**src/rtl/audio_pkg.sv**
```systemverilog
// Shared audio definitions: PCM width, signed sample type, saturation
// limits, PDM front-end defaults and a 32-bit to PCM saturating helper.
package audio_pkg;

    localparam int unsigned PCM_W       = 16;
    localparam int unsigned AVG_W       = 24;
    localparam int unsigned CLK_DIV_DEF = 50;
    localparam int unsigned DECIM_DEF   = 64;

    typedef logic signed [PCM_W-1:0] pcm_t;

    localparam pcm_t PCM_MAX = 16'sh7FFF;
    localparam pcm_t PCM_MIN = 16'sh8000;

    // Clamp a wide signed value into the PCM range.
    function automatic pcm_t sat_pcm(input logic signed [31:0] x);
        if (x > 32'sd32767) begin
            return PCM_MAX;
        end
        if (x < -32'sd32768) begin
            return PCM_MIN;
        end
        return pcm_t'(x[PCM_W-1:0]);
    endfunction

endpackage

```
**src/rtl/pdm_mic_rx_if.sv**
```systemverilog
// PCM sample stream between the mic receiver and its consumer.
//   sample_data  : PCM sample (two's complement bits)
//   sample_valid : sample_data holds an unconsumed sample
//   sample_ready : consumer accepts the sample
interface pdm_mic_rx_if;
    import audio_pkg::*;

    logic [PCM_W-1:0] sample_data;
    logic             sample_valid;
    logic             sample_ready;

    modport master (output sample_data, output sample_valid, input sample_ready);
    modport slave  (input sample_data, input sample_valid, output sample_ready);

endinterface

```
**src/rtl/pdm_clk_gen.sv**
```systemverilog
// PDM microphone clock divider.
//   clk, rst_n : system clock, async active-low reset
//   enable     : run the divider; when low counter and m_clk are held at 0
//   m_clk      : microphone clock, f_clk/(2*CLK_DIV)
//   rise_c     : high in the cycle whose clock edge drives m_clk 0->1
//   fall_c     : high in the cycle whose clock edge drives m_clk 1->0
module pdm_clk_gen
    import audio_pkg::*;
#(
    parameter int unsigned CLK_DIV = CLK_DIV_DEF
) (
    input  logic clk,
    input  logic rst_n,
    input  logic enable,
    output logic m_clk,
    output logic rise_c,
    output logic fall_c
);

    localparam int unsigned CNT_W = $clog2(CLK_DIV);

    logic [CNT_W-1:0] cnt;
    logic             wrap_c;

    assign wrap_c = enable && (cnt == CNT_W'(CLK_DIV - 1));
    assign rise_c = wrap_c && !m_clk;
    assign fall_c = wrap_c && m_clk;

    // Half-period counter; m_clk toggles on wrap.
    always_ff @(posedge clk or negedge rst_n) begin
        if (!rst_n) begin
            cnt   <= '0;
            m_clk <= 1'b0;
        end else if (!enable) begin
            cnt   <= '0;
            m_clk <= 1'b0;
        end else if (wrap_c) begin
            cnt   <= '0;
            m_clk <= ~m_clk;
        end else begin
            cnt <= cnt + CNT_W'(1);
        end
    end

endmodule

```
**src/rtl/pdm_mic_rx.sv**
```systemverilog
// PDM microphone receiver: generates M_CLK, samples M_DATA on the selected
// edge, boxcar-decimates DECIM bits into signed 16-bit PCM delivered on a
// valid/ready stream, and reports peak |PCM| per LEVEL_WIN samples.
//   clk, rst_n      : system clock, async active-low reset
//   enable          : run mic clock and decimator
//   lr_sel          : channel select (0 = left/fall, 1 = right/rise)
//   M_CLK, M_LRSEL  : microphone clock and registered L/R select
//   M_DATA          : asynchronous PDM data
//   sample          : PCM stream (master side)
//   overflow        : sticky, an unconsumed sample was overwritten
//   ovf_clr         : clears overflow (a same-cycle set wins)
//   level           : peak |sample| of the last completed window
// Optional: define PDM_DC_BLOCK_EN to insert a first-order DC remover
// between the decimator and the output/level paths.
module pdm_mic_rx
    import audio_pkg::*;
#(
    parameter int unsigned CLK_DIV   = CLK_DIV_DEF,
    parameter int unsigned DECIM     = DECIM_DEF,
    parameter int unsigned LEVEL_WIN = 256
) (
    input  logic             clk,
    input  logic             rst_n,
    input  logic             enable,
    input  logic             lr_sel,
    output logic             M_CLK,
    output logic             M_LRSEL,
    input  logic             M_DATA,
    pdm_mic_rx_if.master     sample,
    output logic             overflow,
    input  logic             ovf_clr,
    output logic [PCM_W-1:0] level
);

    localparam int unsigned DW    = $clog2(DECIM);
    localparam int unsigned OW    = DW + 1;
    localparam int unsigned SHIFT = PCM_W - DW - 1;
    localparam int unsigned LW    = (LEVEL_WIN > 1) ? $clog2(LEVEL_WIN) : 1;

    logic             rise_c;
    logic             fall_c;
    logic [1:0]       sync;
    logic [DW-1:0]    bit_cnt;
    logic [OW-1:0]    ones;
    logic [LW-1:0]    win_cnt;
    logic [PCM_W-1:0] peak;

    logic               tick_c;
    logic               last_c;
    logic [OW-1:0]      ones_tot_c;
    logic signed [31:0] raw_c;
    pcm_t               pcm_c;
    pcm_t               out_c;
    logic [PCM_W-1:0]   abs_c;
    logic [PCM_W-1:0]   peak_max_c;
    logic               win_end_c;

    pdm_clk_gen #(
        .CLK_DIV (CLK_DIV)
    ) u_clk_gen (
        .clk    (clk),
        .rst_n  (rst_n),
        .enable (enable),
        .m_clk  (M_CLK),
        .rise_c (rise_c),
        .fall_c (fall_c)
    );

    // Two-flop synchronizer for the asynchronous PDM input.
    always_ff @(posedge clk or negedge rst_n) begin
        if (!rst_n) begin
            sync <= '0;
        end else begin
            sync <= {sync[0], M_DATA};
        end
    end

    // Capture edge follows the channel the mic was told to drive.
    assign tick_c = M_LRSEL ? rise_c : fall_c;
    assign last_c = tick_c && (bit_cnt == DW'(DECIM - 1));

    // Boxcar result including the bit captured this tick.
    always_comb begin
        ones_tot_c = ones + OW'(sync[1]);
        raw_c      = (signed'(32'(ones_tot_c)) <<< 1) - signed'(32'(DECIM));
        pcm_c      = sat_pcm(raw_c <<< SHIFT);
    end

`ifdef PDM_DC_BLOCK_EN
    logic signed [AVG_W-1:0] avg;
    logic signed [31:0]      diff_c;
    logic signed [31:0]      step_c;

    // avg is 16.8 fixed point; the same shifted difference is both the
    // integer output and the fractional tracking step.
    always_comb begin
        diff_c = (32'(pcm_c) <<< 8) - 32'(avg);
        step_c = diff_c >>> 8;
        out_c  = sat_pcm(step_c);
    end

    always_ff @(posedge clk or negedge rst_n) begin
        if (!rst_n) begin
            avg <= '0;
        end else if (last_c) begin
            avg <= avg + AVG_W'(step_c);
        end
    end
`else
    assign out_c = pcm_c;
`endif

    // Magnitude with |0x8000| clamped to 0x7FFF.
    always_comb begin
        abs_c = out_c[PCM_W-1] ? PCM_W'(-out_c) : PCM_W'(out_c);
        if (out_c == PCM_MIN) begin
            abs_c = PCM_W'(PCM_MAX);
        end
        peak_max_c = (abs_c > peak) ? abs_c : peak;
        win_end_c  = (win_cnt == LW'(LEVEL_WIN - 1));
    end

    // Bit/ones counters; L/R select latched only while stopped.
    always_ff @(posedge clk or negedge rst_n) begin
        if (!rst_n) begin
            bit_cnt <= '0;
            ones    <= '0;
            M_LRSEL <= 1'b0;
        end else if (!enable) begin
            bit_cnt <= '0;
            ones    <= '0;
            M_LRSEL <= lr_sel;
        end else if (last_c) begin
            bit_cnt <= '0;
            ones    <= '0;
        end else if (tick_c) begin
            bit_cnt <= bit_cnt + DW'(1);
            ones    <= ones_tot_c;
        end
    end

    // Output register and handshake; a new sample always loads.
    always_ff @(posedge clk or negedge rst_n) begin
        if (!rst_n) begin
            sample.sample_data  <= '0;
            sample.sample_valid <= 1'b0;
        end else if (last_c) begin
            sample.sample_data  <= out_c;
            sample.sample_valid <= 1'b1;
        end else if (sample.sample_valid && sample.sample_ready) begin
            sample.sample_valid <= 1'b0;
        end
    end

    // Sticky overwrite flag; set has priority over clear.
    always_ff @(posedge clk or negedge rst_n) begin
        if (!rst_n) begin
            overflow <= 1'b0;
        end else if (last_c && sample.sample_valid && !sample.sample_ready) begin
            overflow <= 1'b1;
        end else if (ovf_clr) begin
            overflow <= 1'b0;
        end
    end

    // Peak tracker over produced samples, consumed or not.
    always_ff @(posedge clk or negedge rst_n) begin
        if (!rst_n) begin
            win_cnt <= '0;
            peak    <= '0;
            level   <= '0;
        end else if (last_c) begin
            if (win_end_c) begin
                win_cnt <= '0;
                peak    <= '0;
                level   <= peak_max_c;
            end else begin
                win_cnt <= win_cnt + LW'(1);
                peak    <= peak_max_c;
            end
        end
    end

endmodule

```
**src/flat_wrapper.sv**
```systemverilog
// flat-port wrapper written by rule: the top's interface ports become plain ports
module pdm_mic_rx_flat import audio_pkg::*;
#(
    parameter int unsigned CLK_DIV   = CLK_DIV_DEF,
    parameter int unsigned DECIM     = DECIM_DEF,
    parameter int unsigned LEVEL_WIN = 256
)
  (clk, rst_n, enable, lr_sel, M_CLK, M_LRSEL, M_DATA, overflow, ovf_clr, level, sample_sample_data, sample_sample_valid, sample_sample_ready);
  pdm_mic_rx_if sample_i ();
  input  logic clk;
  input  logic rst_n;
  input  logic enable;
  input  logic lr_sel;
  output logic M_CLK;
  output logic M_LRSEL;
  input  logic M_DATA;
  output logic overflow;
  input  logic ovf_clr;
  output logic [PCM_W-1:0] level;
  output wire logic [$bits(sample_i.sample_data)-1:0] sample_sample_data;
  output wire logic [$bits(sample_i.sample_valid)-1:0] sample_sample_valid;
  input wire logic [$bits(sample_i.sample_ready)-1:0] sample_sample_ready;
  assign sample_sample_data = sample_i.sample_data;
  assign sample_sample_valid = sample_i.sample_valid;
  assign sample_i.sample_ready = sample_sample_ready;
  pdm_mic_rx #(.CLK_DIV(CLK_DIV), .DECIM(DECIM), .LEVEL_WIN(LEVEL_WIN)) u_core (.clk(clk), .rst_n(rst_n), .enable(enable), .lr_sel(lr_sel), .M_CLK(M_CLK), .M_LRSEL(M_LRSEL), .M_DATA(M_DATA), .sample(sample_i), .overflow(overflow), .ovf_clr(ovf_clr), .level(level));
endmodule
```
**config.mk**
```make
export PLATFORM = sky130hd
export DESIGN_NAME = pdm_mic_rx_flat
export DESIGN_NICKNAME = d
export VERILOG_FILES = /design/src/rtl/audio_pkg.sv /design/src/rtl/pdm_mic_rx_if.sv /design/src/rtl/pdm_clk_gen.sv /design/src/rtl/pdm_mic_rx.sv /design/src/flat_wrapper.sv
export SDC_FILE = /design/constraint.sdc
export NUM_CORES = 1
export LEC_CHECK = 0
export ABC_AREA = 1
export CAP_MARGIN = 30
export CORE_MARGIN = 5
export CORE_UTILIZATION = 60
export DETAILED_ROUTE_END_ITERATION = 10
export MAX_ROUTING_LAYER = met4
export PLACE_DENSITY = 0.94
export SLEW_MARGIN = 20
export SYNTH_ARGS = -nofsm -noshare
export SYNTH_HDL_FRONTEND = slang
export SYNTH_SLANG_ARGS = --single-unit
```
**constraint.sdc**
```tcl
create_clock -name clk -period 9 [get_ports clk]
set_input_delay 0.9 -clock clk [delete_from_list [all_inputs] [get_ports clk]]
set_output_delay 0.9 -clock clk [all_outputs]
set_load 0.02 [all_outputs]
```
==> Word-level counts from Yosys, hierarchy flattened <==
Cells that the tools add are included.
Widths: inputs -> output; s select.
{ "op_classes": {"order_cmp": 3, "reduce_logical": 12, "n_eq_ne": 6, "bitwise": 1, "n_mux": 27, "addsub": 6} }
{ "ops": {"columns": ["cell", "n"], "rows": [
  ["$mux 16", 8],
  ["$gt 32x16->1 const B", 1],
  ["$lt 32x16->1 const B", 1],
  ["$mux 6", 5],
  ["$mux 7", 3],
  ["$eq 16x16->1 const B", 1],
  ["$gt 16x16->1", 1],
  ["$neg 16->16", 1],
  ["$add 6x1->6 const B", 2],
  ["$eq 6x6->1 const B", 2],
  ["$mux 1", 10],
  ["$sub 8x7->9 const B", 1],
  ["$add 8x1->8 const B", 1],
  ["$eq 8x8->1 const B", 1],
  ["$mux 8", 1],
  ["$add 7x1->7", 1],
  ["$logic_and 1x1->1", 7],
  ["$reduce_bool 2->1", 2],
  ["$ne 3x1->1 const B", 1],
  ["$logic_not 1->1", 2],
  ["$ne 2x1->1 const B", 1],
  ["$reduce_and 2->1", 1],
  ["$not 1->1", 1]
]} }
{ "totals": {"inputBits": 7, "elab_cells": 67, "output_inout_bits": 36, "register_bits": 81} }

==> Depth between registers and ports, before layout <==
Gate-level depths: netlist of the first run.
{ "logic_depth": {"depth_word": 13, "mapped_depth": 27, "mapped_depth_nobuf": 26} }

==> Modules after synthesis <==
A second synthesis of the first run with hierarchy kept.
{ "hier_totals": {"cells_unflattened": 520, "area_unflattened_um2": 4052.6} }
{ "by_module_without_submodules": {"columns": ["module", "cells_each", "instances", "seq_area_each_um2", "area_per_inst_um2"], "rows": [
  ["pdm_mic_rx", 481, 1, 1626.6, 3698.5],
  ["pdm_clk_gen", 39, 1, 175.2, 354.1]
]} }

==> Worst setup path before layout of the first run <==
Ideal clock, no wire load.
{ "synth_timing": {"path_type": "register -> register", "startpoint": "reg u_core.ones[0]", "endpoint": "reg u_core.peak[13]", "path_stages_with_launch": 25, "n_path_buf": 2, "period_less_slack_ns": 3.138, "setup_slack_ns": 5.862, "setup_time_ns": 0.117, "required_ns": 8.883, "arrival_time_ns": 3.021, "path_cell_list": "dfrtp_1 > ha_1 > ha_1 > nand2_1 > inv_1 > nand3_1 > nand2_1 > buf_6 > nand2_1 > inv_1 > nand3_1 > nand2_1 > nor2_1 > inv_1 > ha_1 > nand2_1 > inv_1 > nand3_1 > nor3_1 > nand2_1 > a21oi_4 > buf_6 > nand4_1 > nand3_1 > nand2_1"} }
{ "synth_via": {"elab_chain_len": 13, "word_cells_on_any_way": 17, "classes_between": "add/sub (3); order compare (3); eq/ne (1); mux (10)"} }
{ "synth_rtl": {"columns": ["element", "line_no", "rtl"], "rows": [
  ["from (decl)", "pdm_mic_rx.sv:44", "logic [OW-1:0] ones;"],
  ["from (signal assigned)", "pdm_mic_rx.sv:138", "ones <= ones_tot_c;"],
  ["$add 7x1->7 (*)", "pdm_mic_rx.sv:84", "ones_tot_c = ones + OW'(sync[1]);"],
  ["$sub 8x7->9 (*)", "pdm_mic_rx.sv:85", "raw_c = (signed'(32'(ones_tot_c)) <<< 1) - signed'(32'(DECIM));"],
  ["$lt 32x16->1", "audio_pkg.sv:20", "if (x < -32'sd32768) begin"],
  ["$mux 1 (2 in a row)", "audio_pkg.sv:20", null],
  ["$mux 16", "audio_pkg.sv:23", "return pcm_t'(x[PCM_W-1:0]);"],
  ["$mux 16 (*)", "audio_pkg.sv:20", null],
  ["$neg 16->16", "pdm_mic_rx.sv:115", "abs_c = out_c[PCM_W-1] ? PCM_W'(-out_c) : PCM_W'(out_c);"],
  ["$mux 16", "pdm_mic_rx.sv:115", null],
  ["$mux 16 (*)", "pdm_mic_rx.sv:116", "if (out_c == PCM_MIN) begin"],
  ["$gt 16x16->1", "pdm_mic_rx.sv:119", "peak_max_c = (abs_c > peak) ? abs_c : peak;"],
  ["$mux 16 (*)", "pdm_mic_rx.sv:119", null],
  ["$mux 16 (*)", "pdm_mic_rx.sv:173", "if (win_end_c) begin"],
  ["to (signal assigned)", "pdm_mic_rx.sv:179", "peak <= peak_max_c;"],
  ["to (decl)", "pdm_mic_rx.sv:46", "logic [PCM_W-1:0] peak;"]
]} }
Every way passes the cells marked *; elsewhere a longest branch is shown, timed or not. The select of a mux whose other input is x is not followed.
A chain may end at the register's enable or synchronous reset.

==> Worst setup path in the final report of the first run <==
{ "layout_timing": {"startpoint": "reg u_core.ones[0]", "endpoint": "reg u_core.level[0]"} }
{ "layout_via": {"elab_chain_len": 12, "word_cells_on_any_way": 16, "classes_between": "add/sub (3); order compare (3); eq/ne (1); mux (9)"} }
{ "layout_rtl": {"columns": ["element", "line_no", "rtl"], "rows": [
  ["$add 7x1->7 (*)", "pdm_mic_rx.sv:84", null],
  ["$sub 8x7->9 (*)", "pdm_mic_rx.sv:85", null],
  ["$lt 32x16->1", "audio_pkg.sv:20", null],
  ["$mux 1 (2 in a row)", "audio_pkg.sv:20", null],
  ["$mux 16", "audio_pkg.sv:23", null],
  ["$mux 16 (*)", "audio_pkg.sv:20", null],
  ["$neg 16->16", "pdm_mic_rx.sv:115", null],
  ["$mux 16", "pdm_mic_rx.sv:115", null],
  ["$mux 16 (*)", "pdm_mic_rx.sv:116", null],
  ["$gt 16x16->1", "pdm_mic_rx.sv:119", null],
  ["$mux 16 (*)", "pdm_mic_rx.sv:119", null],
  ["to (signal assigned)", "pdm_mic_rx.sv:176", "level <= peak_max_c;"],
  ["to (decl)", "pdm_mic_rx.sv:32", "output logic [PCM_W-1:0] level"]
]} }
Marks and branches as above.

==> results of run 1 <==
path summary, 6_finish.rpt:
path                                                  from                                        end
worst min register to register    u_core.sync[0]$_DFF_PN0_                   u_core.sync[1]$_DFF_PN0_
worst max-delay path            u_core.ones[0]$_DFFE_PN0P_                u_core.level[0]$_DFFE_PN0P_
worst min-delay path              u_core.sync[0]$_DFF_PN0_                   u_core.sync[1]$_DFF_PN0_
worst max register to register  u_core.ones[0]$_DFFE_PN0P_                u_core.level[0]$_DFFE_PN0P_
max in group asynchronous                            rst_n  u_core.sample.sample_data[13]$_DFFE_PN0P_
min in group asynchronous                            rst_n          u_core.u_clk_gen.cnt[0]$_DFF_PN0_
state kept, by name (all words and copies together), names as in the netlist:
register / cells
u_core.peak: 16
u_core.sample.sample_valid: 1
u_core.M_LRSEL: 1
u_core.u_clk_gen.cnt: 6
u_core.level: 16
u_core.sync: 2
u_core.bit_cnt: 6
u_core.u_clk_gen.m_clk: 1
u_core.overflow: 1
u_core.sample.sample_data: 7
u_core.ones: 7
u_core.win_cnt: 8
cells in the final DEF, fill, tap and decap left out, types with 2 or more instances in the layout:
master	netlist	layout
sky130_fd_sc_hd__nand3_1	24	24
sky130_fd_sc_hd__a21oi_1	9	9
sky130_fd_sc_hd__nand2_2	5	5
sky130_fd_sc_hd__nand2_4	3	3
sky130_fd_sc_hd__xor2_1	8	8
sky130_fd_sc_hd__ha_1	22	22
sky130_fd_sc_hd__dfrtp_1	72	72
sky130_fd_sc_hd__nand2_1	172	172
sky130_fd_sc_hd__clkbuf_1	2	2
sky130_fd_sc_hd__nor3_1	5	5
sky130_fd_sc_hd__nor3_4	2	2
sky130_fd_sc_hd__o21bai_1	2	2
sky130_fd_sc_hd__clkbuf_8	0	12
sky130_fd_sc_hd__inv_1	50	50
sky130_fd_sc_hd__o21ai_0	16	16
sky130_fd_sc_hd__nor2_4	3	3
sky130_fd_sc_hd__nor3b_1	3	3
sky130_fd_sc_hd__inv_2	4	4
sky130_fd_sc_hd__o31ai_1	4	4
sky130_fd_sc_hd__o22ai_1	6	6
sky130_fd_sc_hd__nor2_1	24	24
sky130_fd_sc_hd__xnor2_1	2	2
sky130_fd_sc_hd__nand4_1	7	7
sky130_fd_sc_hd__buf_4	11	2
sky130_fd_sc_hd__clkdlybuf4s50_1	0	41
sky130_fd_sc_hd__o21ai_2	9	9
sky130_fd_sc_hd__nor2_2	2	2
routing by layer:
| metal | vias up | global-route usage, % |
|---|---|---|
| met3 | 20 | 5.54 |
| li1 | 1607 | - |
| met1 | 1555 | 26.8 |
| met5 | - | - |
| met4 | 0 | 7.33 |
| met2 | 110 | 33.2 |
metrics by stage:
| stage | setup WS, ns | power [mW] | cells | area (um2) | hold WS (ns) |
|---|---|---|---|---|---|
| after floorplan | 5.86 | 0.357 | 482 | 3970 | 0.331 |
| after global placement | 5.18 | 0.371 | 585 | 4370 | 0.348 |
| after detailed placement | 4.98 | 0.372 | 585 | 4370 | 0.350 |
| after CTS | 4.96 | 0.607 | 601 | 4560 | 0.366 |
| after global routing | 4.45 | 0.633 | 602 | 4580 | 0.379 |
| final | 4.89 | 0.605 | 602 | 4580 | 0.364 |
cell type report:
class,instances,area share [%]
Inverter,54,4.42
Clock inverter,2,0.273
Tap cell,77,2.10
Sequential cell,72,39.3
Timing Repair Buffer,45,9.99
Clock buffer,14,3.77
Multi-Input combinational cell,338,40.1
cell families (layout without fill, tap and decap cells):
group	after synthesis	count (layout)	synth area share, %
buffers and inverters	72	115	8.29
adder cells (fa/ha/maj)	22	22	6.93
AND/OR/NAND/NOR	253	253	28.6
AO/OA/AOI/OAI	52	52	8.54
other	1	1	0.0944
XOR/XNOR	10	10	2.21
flip-flops	72	72	45.4
power groups by stage:
stage                     clock network (mW)  logic [mW]  registers [mW]
after floorplan                            0      0.0222           0.335
after global placement                     0      0.0371           0.334
after detailed placement                   0      0.0385           0.334
after CTS                              0.241      0.0387           0.328
after global routing                   0.259      0.0461           0.328
final                                  0.237      0.0402           0.328
==> impl_metrics.env, run 1 <==
export IMPL_power_share_switching_pct=23.6
export IMPL_chipHeight_um=91.4
export IMPL_route_detailed_wl_per_inst_um=13.6
export IMPL_die_width_um=91.4
export IMPL_tightestPinTransition_ns=0.655
export IMPL_synth_yosys_warnings=0
export IMPL_cts_sinks=72
export IMPL_ctsLongestPathBuffers=2
export IMPL_outcome="finished clean"
export IMPL_power_switching_uw=143
export IMPL_grt_setup_unrepaired="false"
export IMPL_antenna_found_initial=0
export IMPL_area_growth_syn_to_layout_pct=15.4
export IMPL_ys_top_cells_by_area="sky130_fd_sc_hd__dfrtp_1, sky130_fd_sc_hd__nand2_1, sky130_fd_sc_hd__ha_1"
export IMPL_ys_types=38
export IMPL_report_final_setup_viol=0
export IMPL_drt_first_iter_violations=258
export IMPL_min_period_over_period_pct=45.6
export IMPL_vias_per_cell=5.47
export IMPL_htreeDepth=3
export IMPL_dominantRegCellSynth="sky130_fd_sc_hd__dfrtp_1"
export IMPL_avgSynthCellArea_um2=8.24
export IMPL_timing_critical_path_arrival_ns=4.35
export IMPL_floorplan_initialDensity_pct=62.2
export IMPL_ir_drop_mv=0.115
export IMPL_finalWirelength_um=8170
export IMPL_timing_reg2reg_worst_path_depth=25
export IMPL_worst_path_largest_cell_delay_ns=0.55
export IMPL_critical_path_buf_inv_count=3
export IMPL_hold_viol=0
export IMPL_first_global_vias=3069
export IMPL_num_io_pins=43
export IMPL_buffer_ports_inserted=42
export IMPL_netlist_area_leader_share_pct=45.4
export IMPL_dp_final_hpwl_um=5930
export IMPL_p_clk_share_pct=39.2
export IMPL_wl_met2_um=3980
export IMPL_clock_latency_ns=0.35
export IMPL_finish_utilization_pct=71.8
export IMPL_track_usage_pct=21.2
export IMPL_vias=3292
export IMPL_timing_max_slew_rel_slack_pct=56.2
export IMPL_design_die_area_um2=8350
export IMPL_worstHoldPathType="reg -> reg"
export IMPL_synth_async_sr_flop_share_pct=100
export IMPL_multi_input_area_um2=1840
export IMPL_comb_power_share_pct=6.6
export IMPL_slew_violations=0
export IMPL_crit_cells=25
export IMPL_first_pass_grt_wire_length_um=14000
export IMPL_finalSetupTns_ns=0
export IMPL_yosysSeqAreaShare_pct=45.4
export IMPL_clk_pin_slew_ns=0.07
export IMPL_drv_max_cap_violation_count=0
export IMPL_fin_skew_ns=0.00892
export IMPL_fillerInstances=450
export IMPL_holdBufCountCts=0
export IMPL_cpMostUsedCell="sky130_fd_sc_hd__nand2_1"
export IMPL_seqPwrFrac_pct=54.2
export IMPL_design_final_nets=549
export IMPL_detail_route_first_pass_iterations=5
export IMPL_dominant_delay_contributor_by_cell_family_on_the_critical_path="simple AND/OR/NAND/NOR gates"
export IMPL_postSynthNetCount=511
export IMPL_core_area_um2=6390
export IMPL_met3RoutedLength_um=536
export IMPL_synth_cell_area_um2=3970
export IMPL_timing_reg2reg_setup_slack_ns=4.89
export IMPL_cts_post_setup_buffers_inserted=0
export IMPL_grt_overflow_total=0
export IMPL_grt_start_max_net_pins=73
export IMPL_setup_worst_path_start_class="flip-flop"
export IMPL_post_synth_top_area_cell="sky130_fd_sc_hd__dfrtp_1"
export IMPL_maxUsedRoutingLayer="met4"
export IMPL_detail_route_antenna_nets=0
export IMPL_postSynthCellCount=482
export IMPL_post_route_cells_drive_above_1_share_pct=9.52
export IMPL_post_route_drc_count=0
export IMPL_timing_hold_worst_path_depth=0
export IMPL_critPathMaxFanout=17
export IMPL_synth_top_cells_by_count="sky130_fd_sc_hd__nand2_1, sky130_fd_sc_hd__dfrtp_1, sky130_fd_sc_hd__inv_1, sky130_fd_sc_hd__nand3_1, sky130_fd_sc_hd__nor2_1"
export IMPL_number_of_synthesized_flops_with_an_enable_pin=0
export IMPL_crit_slowest_cell="sky130_fd_sc_hd__a21oi_4"
export IMPL_core_rowCount=29
export IMPL_criticalPathCategory="reg -> reg"
export IMPL_critPathRequiredTime_ns=9.24
export IMPL_gp_congestion=0.897
export IMPL_tritoncts="built"
export IMPL_detail_route_wirelength_met1_um=3510
export IMPL_synth_most_common_cell="sky130_fd_sc_hd__nand2_1"
export IMPL_cts_root_buf="sky130_fd_sc_hd__clkbuf_8"
export IMPL_static_leakage_power_nw=2.32
export IMPL_setup_worst_path_end_class="flip-flop"
export IMPL_achievable_frequency_mhz=244
export IMPL_regArea_um2=1800
export IMPL_numCtsBuffers=9
export IMPL_final_min_clock_period_ns=4.11
export IMPL_post_cts_resized=0
export IMPL_number_of_synthesized_register_bits=72
export IMPL_power_internal_uw=463
export IMPL_antenna_diode_count=0
export IMPL_powerDensity_nw_per_um2=132
(Power assumes the default switching activity.)
==> run 2, diff against run 1 <==
--- a/config.mk
+++ b/config.mk
@@ -8,10 +8,10 @@
 export ABC_AREA = 1
 export CAP_MARGIN = 30
 export CORE_MARGIN = 5
-export CORE_UTILIZATION = 60
+export CORE_UTILIZATION = 51
 export DETAILED_ROUTE_END_ITERATION = 10
 export MAX_ROUTING_LAYER = met4
-export PLACE_DENSITY = 0.94
+export PLACE_DENSITY = 0.86
 export SLEW_MARGIN = 20
 export SYNTH_ARGS = -nofsm -noshare
 export SYNTH_HDL_FRONTEND = slang
==> constraint.sdc (replaced) <==
create_clock -name clk -period 3.6 [get_ports clk]
set_input_delay 0.36 -clock clk [delete_from_list [all_inputs] [get_ports clk]]
set_output_delay 0.36 -clock clk [all_outputs]
set_load 0.02 [all_outputs]
==> run 2 against run 1 <==
Via count grew 2.5%. Highest routed layer unchanged. Cell count up 5.0%. Fmax up 19%. First-iteration DRC count is 42% lower. Critical path type unchanged. Wire length is 4.8% higher. Non-clock buffer count grew 5. Critical endpoint is now u_core.peak[11]$_DFFE_PN0P_. Utilization is 10 points lower. Die area increased by 16%.
==> impl_metrics.env, run 2 (synthesized netlist as in run 1, its figures left out) <==
export IMPL_outcome="finished clean"
export IMPL_ctsLongestPathBuffers=2
export IMPL_floorplan_initialDensity_pct=51.9
export IMPL_detail_route_first_pass_iterations=5
export IMPL_criticalPathCategory="reg -> reg"
export IMPL_placed_cells_incl_taps=613
export IMPL_dp_final_hpwl_um=6090
export IMPL_htreeDepth=3
export IMPL_static_leakage_power_nw=2.35
export IMPL_met2_usage_pct=30.7
export IMPL_tightestPinTransition_ns=0.531
export IMPL_regArea_um2=1800
export IMPL_critPathMaxFanout=7
export IMPL_detail_route_antenna_nets=0
export IMPL_timing_critical_path_arrival_ns=3.69
export IMPL_chipHeight_um=98.2
export IMPL_top_regs="u_core.level (16), u_core.peak (16), u_core.win_cnt (8)"
export IMPL_drv_max_cap_violation_count=0
export IMPL_num_io_pins=43
export IMPL_mostFrequentLayoutCells="sky130_fd_sc_hd__nand2_1, sky130_fd_sc_hd__dfrtp_1, sky130_fd_sc_hd__inv_1"
export IMPL_first_pass_grt_wire_length_um=14800
export IMPL_finalSetupTns_ns=0
export IMPL_clock_latency_ns=0.36
export IMPL_post_route_drc_count=0
export IMPL_powerDensity_nw_per_um2=354
export IMPL_clk_pin_slew_ns=0.08
export IMPL_post_route_insts_no_fill=632
export IMPL_core_rowCount=32
export IMPL_area_growth_syn_to_layout_pct=18.5
export IMPL_track_usage_pct=19.1
export IMPL_timing_max_slew_rel_slack_pct=64.5
export IMPL_busiest_layer="met2"
export IMPL_design_die_area_um2=9650
export IMPL_fillerInstances=598
export IMPL_ir_drop_mv=0.217
export IMPL_numCtsBuffers=9
export IMPL_design_final_nets=554
export IMPL_cts_root_buf="sky130_fd_sc_hd__clkbuf_8"
export IMPL_timing_reg2reg_setup_slack_ns=0.16
export IMPL_die_width_um=98.2
export IMPL_final_min_clock_period_ns=3.44
export IMPL_antenna_diode_count=0
export IMPL_min_period_over_period_pct=95.5
export IMPL_grt_overflow_total=0
export IMPL_vias_per_cell=5.34
export IMPL_setup_worst_path_start_class="flip-flop"
export IMPL_antenna_found_initial=0
export IMPL_global_route_usage_met3_pct=2.86
export IMPL_finalWirelength_um=8560
export IMPL_grt_start_max_net_pins=38
export IMPL_achievable_frequency_mhz=291
export IMPL_fin_skew_ns=0.0134
export IMPL_most_common_library_cell_in_the_layout_ignoring_fill_and_taps="sky130_fd_sc_hd__nand2_1"
export IMPL_gp_congestion=0.953
export IMPL_setup_worst_path_end_class="flip-flop"
export IMPL_hold_viol=0
export IMPL_report_final_setup_viol=0
export IMPL_post_route_cells_drive_above_1_share_pct=11.5
export IMPL_buffer_ports_inserted=42
export IMPL_multi_input_area_um2=1860
export IMPL_critPathRequiredTime_ns=3.86
export IMPL_drt_first_iter_violations=150
export IMPL_route_detailed_wl_per_inst_um=13.5
export IMPL_slew_violations=0
export IMPL_worstHoldPathType="reg -> reg"
export IMPL_first_global_vias=3379
export IMPL_tritoncts="built"
export IMPL_cts_sinks=72
export IMPL_vias=3373
export IMPL_core_area_um2=7650
export IMPL_met1_usage_pct=23.0
## run 2: changes by cell type in the layout (fill, tap and decap cells not counted), sizes merged
cell | previous run | this run
bufinv | 0 | 2
clkinv | 1 | 0
clkinvlp | 1 | 3
clkbuf | 14 | 10
inv | 54 | 55
dlygate4sd3 | 0 | 1
buf | 4 | 8
## run 2: area by class of cell
cell class / instances / share of cell area [%]
inverters: 54 / 4.31
clock buffers: 10 / 2.92
flip-flops and latches: 72 / 38.3
well taps: 102 / 2.71
repair buffers: 50 / 10.4
multi-input cells: 338 / 39.4
clock inverters: 6 / 1.94
## run 2: worst max-delay path: stages (launching register included)
cell and delay, ns:
sky130_fd_sc_hd__dfrtp_1 0.39, sky130_fd_sc_hd__ha_1 0.22, sky130_fd_sc_hd__ha_1 0.20, sky130_fd_sc_hd__nand2_2 0.10
sky130_fd_sc_hd__inv_1 0.07, sky130_fd_sc_hd__nand3_1 0.08, sky130_fd_sc_hd__nand2_1 0.12, sky130_fd_sc_hd__buf_4 0.21
sky130_fd_sc_hd__nand4_1 0.15, sky130_fd_sc_hd__buf_4 0.13, sky130_fd_sc_hd__nand2_1 0.04, sky130_fd_sc_hd__nand2_1 0.08
sky130_fd_sc_hd__nand3_1 0.07, sky130_fd_sc_hd__ha_1 0.30, sky130_fd_sc_hd__nand2_1 0.10, sky130_fd_sc_hd__nor2_1 0.20
sky130_fd_sc_hd__nor3b_2 0.30, sky130_fd_sc_hd__a21oi_4 0.07, sky130_fd_sc_hd__inv_1 0.20, sky130_fd_sc_hd__nand2_1 0.13
sky130_fd_sc_hd__nand3_1 0.11, sky130_fd_sc_hd__nand2_1 0.06
## run 2: where the power goes
group          internal (mW)  switching [mW]
Combinational         0.0380          0.0664
Sequential             0.814         0.00513
Clock                  0.411           0.330
## run 2: worst paths after layout
path	start	end	depth (start not counted)
max in group asynchronous	rst_n	u_core.peak[8]$_DFFE_PN0P_	3
worst min-delay path	u_core.sync[0]$_DFF_PN0_	u_core.sync[1]$_DFF_PN0_	0
worst min register to register	u_core.sync[0]$_DFF_PN0_	u_core.sync[1]$_DFF_PN0_	0
worst max register to register	u_core.ones[0]$_DFFE_PN0P_	u_core.peak[11]$_DFFE_PN0P_	21
worst max-delay path	u_core.ones[0]$_DFFE_PN0P_	u_core.peak[11]$_DFFE_PN0P_	21
min in group asynchronous	rst_n	u_core.u_clk_gen.m_clk$_DFFE_PN0P_	2
## run 2: through the flow
step           instance area (um2)  worst slack, ns  power, mW  hold slack, ns  util, %
2_1_floorplan                 3970            0.462      0.892          0.0644        -
3_3_place_gp                  4430            0.213      0.929           0.273     57.9
3_5_place_dp                  4430           0.0178      0.934           0.275     57.9
4_1_cts                       4660           0.0233       1.66           0.365     61.0
5_1_grt                       4710          -0.0425       1.72           0.369     61.6
6_report                      4710            0.162       1.66           0.360     61.6
## run 2: layer usage
layer	up-vias	share of wire (%)
met3	30	5.3
met2	127	48
met4	0	3.3
met1	1598	44
met5	-	0
li1	1618	-
## run 2: timing repair
item,in CTS,in global routing
setup buffers,0,2
hold buffers,1,0
setup endpoints to repair,0,32
resized for setup,0,8
hold endpoints to repair,13,0
==> run 3, diff against run 2 <==
--- a/config.mk
+++ b/config.mk
@@ -11,7 +11,8 @@
 export CORE_UTILIZATION = 51
 export DETAILED_ROUTE_END_ITERATION = 10
 export MAX_ROUTING_LAYER = met4
-export PLACE_DENSITY = 0.86
+export PLACE_DENSITY_LB_ADDON = 0.15
+export SKIP_LAST_GASP = 1
 export SLEW_MARGIN = 20
 export SYNTH_ARGS = -nofsm -noshare
 export SYNTH_HDL_FRONTEND = slang
==> run 3 against run 2 <==
Fmax increased by 3.0%. Power decreased by 0.23%. Global-route usage decreased by 0.54 points. Via count decreased by 6.4%. Clock power decreased by 0.7%. Cell area increased by 0.24%. Combinational power about the same. Die area unchanged. Non-clock buffer count decreased by 1. Largest cell class unchanged.
==> impl_metrics.env, run 3 (synthesized netlist as in run 1, its figures left out) <==
export IMPL_outcome="finished clean"
export IMPL_critical_path_buf_inv_count=5
export IMPL_route_detailed_wl_per_inst_um=13.2
export IMPL_num_io_pins=43
export IMPL_detail_route_antenna_nets=0
export IMPL_timing_reg2reg_setup_slack_ns=0.26
export IMPL_top_regs="u_core.level (16), u_core.peak (16), u_core.win_cnt (8)"
export IMPL_first_global_vias=3142
export IMPL_cpMostUsedCell="sky130_fd_sc_hd__nand2_1"
export IMPL_hold_viol=0
export IMPL_design_die_area_um2=9650
export IMPL_die_width_um=98.2
export IMPL_timing_critical_path_arrival_ns=3.62
export IMPL_mostFrequentLayoutCells="sky130_fd_sc_hd__nand2_1, sky130_fd_sc_hd__dfrtp_1, sky130_fd_sc_hd__inv_1"
export IMPL_criticalPathCategory="reg -> reg"
export IMPL_drv_max_cap_violation_count=0
export IMPL_post_route_cells_drive_above_1_share_pct=10.8
export IMPL_achievable_frequency_mhz=300
export IMPL_tritoncts="built"
export IMPL_track_usage_pct=18.6
export IMPL_clk_pin_slew_ns=0.08
export IMPL_grt_overflow_total=0
export IMPL_drt_first_iter_violations=112
export IMPL_finalHoldWorstSlack_ns=0.371
export IMPL_detail_route_first_pass_iterations=4
export IMPL_setup_worst_path_end_class="flip-flop"
export IMPL_most_common_library_cell_in_the_layout_ignoring_fill_and_taps="sky130_fd_sc_hd__nand2_1"
export IMPL_critPathMaxFanout=10
export IMPL_setup_worst_path_start_class="flip-flop"
export IMPL_slew_violations=0
export IMPL_area_growth_syn_to_layout_pct=18.8
export IMPL_cts_root_buf="sky130_fd_sc_hd__clkbuf_8"
export IMPL_chipHeight_um=98.2
export IMPL_vias=3158
export IMPL_powerDensity_nw_per_um2=352
export IMPL_static_leakage_power_nw=2.37
export IMPL_antenna_found_initial=0
export IMPL_critPathRequiredTime_ns=3.89
export IMPL_finalWirelength_um=8300
export IMPL_min_period_over_period_pct=92.7
export IMPL_ir_drop_mv=0.231
export IMPL_ctsLongestPathBuffers=2
export IMPL_grt_start_max_net_pins=73
export IMPL_dominant_delay_contributor_by_cell_family_on_the_critical_path="simple AND/OR/NAND/NOR gates"
export IMPL_worst_path_largest_cell_delay_ns=0.38
export IMPL_htreeDepth=3
export IMPL_buffer_ports_inserted=42
export IMPL_cts_sinks=72
export IMPL_clock_latency_ns=0.35
export IMPL_post_route_drc_count=0
export IMPL_crit_slowest_cell="sky130_fd_sc_hd__dfrtp_1"
export IMPL_vias_per_cell=5.00
export IMPL_dp_final_hpwl_um=5860
export IMPL_design_power_total_mw=1.66
export IMPL_worstHoldPathType="reg -> reg"
export IMPL_gp_congestion=0.957
export IMPL_report_final_setup_viol=0
export IMPL_first_pass_grt_wire_length_um=14400
export IMPL_core_rowCount=32
export IMPL_design_final_nets=553
export IMPL_numCtsBuffers=9
export IMPL_floorplan_initialDensity_pct=51.9
export IMPL_critical_path_cell_chain="ha_1, ha_1, nand2_1, inv_1, nand3_1, nand2_4, nand2_1, inv_1, nand3_1, nand2_1, nor2_1, inv_1, ha_1, nand2_1, inv_1, nand3_1, nor3_1, nand2_1, a21oi_4, buf_12, nand2_8, o21ai_2, nand2_1, nand2_1"
export IMPL_antenna_diode_count=0
export IMPL_core_area_um2=7650
export IMPL_fin_skew_ns=0.00491
export IMPL_final_min_clock_period_ns=3.34
[run 3: cell types whose count changed in the layout (fill, tap and decap cells not counted), sizes merged]
| cell | previous run | this run |
|---|---|---|
| clkinv | 0 | 3 |
| clkinvlp | 3 | 0 |
| clkbuf | 10 | 11 |
| inv | 55 | 54 |
| buf | 8 | 7 |
[run 3: layer usage]
metal | up-vias | GRT usage (%) | share of wire (%)
li1 | 1618 | - | -
met2 | 53 | 29.1 | 47
met1 | 1475 | 24.4 | 48
met4 | 0 | 5.57 | 1.6
met3 | 12 | 4.00 | 3.6
met5 | - | - | 0
[run 3: metrics by stage]
step | util [%] | setup TNS, ns | area (um2) | worst slack [ns] | instances
finish | 61.7 | 0 | 4720 | 0.263 | 631
detailed placement | 58.0 | 0 | 4440 | 0.0847 | 613
CTS | 61.0 | 0 | 4670 | 0.0688 | 629
floorplan | - | 0 | 3970 | 0.462 | 482
global placement | 58.0 | 0 | 4440 | 0.207 | 613
global route | 61.7 | -0.105 | 4720 | -0.0206 | 631
[run 3: final timing paths]
kind | end | cells past startpoint | start
setup / recovery | u_core.peak[4]$_DFFE_PN0P_ | 24 | u_core.ones[0]$_DFFE_PN0P_
hold / removal | u_core.sync[1]$_DFF_PN0_ | 0 | u_core.sync[0]$_DFF_PN0_
setup reg to reg | u_core.peak[4]$_DFFE_PN0P_ | 24 | u_core.ones[0]$_DFFE_PN0P_
hold reg to reg | u_core.sync[1]$_DFF_PN0_ | 0 | u_core.sync[0]$_DFF_PN0_
max in group asynchronous | u_core.peak[10]$_DFFE_PN0P_ | 4 | rst_n
min in group asynchronous | u_core.u_clk_gen.cnt[2]$_DFF_PN0_ | 3 | rst_n
[run 3: area by class of cell]
type | instances | area, um2
tap | 102 | 128
clock inverter | 5 | 78.8
fill | 669 | 2930
sequential | 72 | 1800
timing repair buffer | 49 | 503
inverter | 54 | 203
multi-input combinational | 338 | 1850
clock buffer | 11 | 151
[run 3: repair_timing]
action	4_1_cts	5_1_grt
setup buffers	0	0
endpoints found under the hold margin	0	13
endpoints found under the setup margin	0	32
hold buffers	0	1
gates resized for setup	0	3
[run 3: where the power goes]
group	total, mW	leakage (nW)	internal, mW	switching (mW)
sequential	0.819	0.992	0.814	0.00537
clock	0.737	0.119	0.427	0.310
combinational	0.105	1.26	0.0397	0.0653
total	1.66	2.37	1.28	0.380
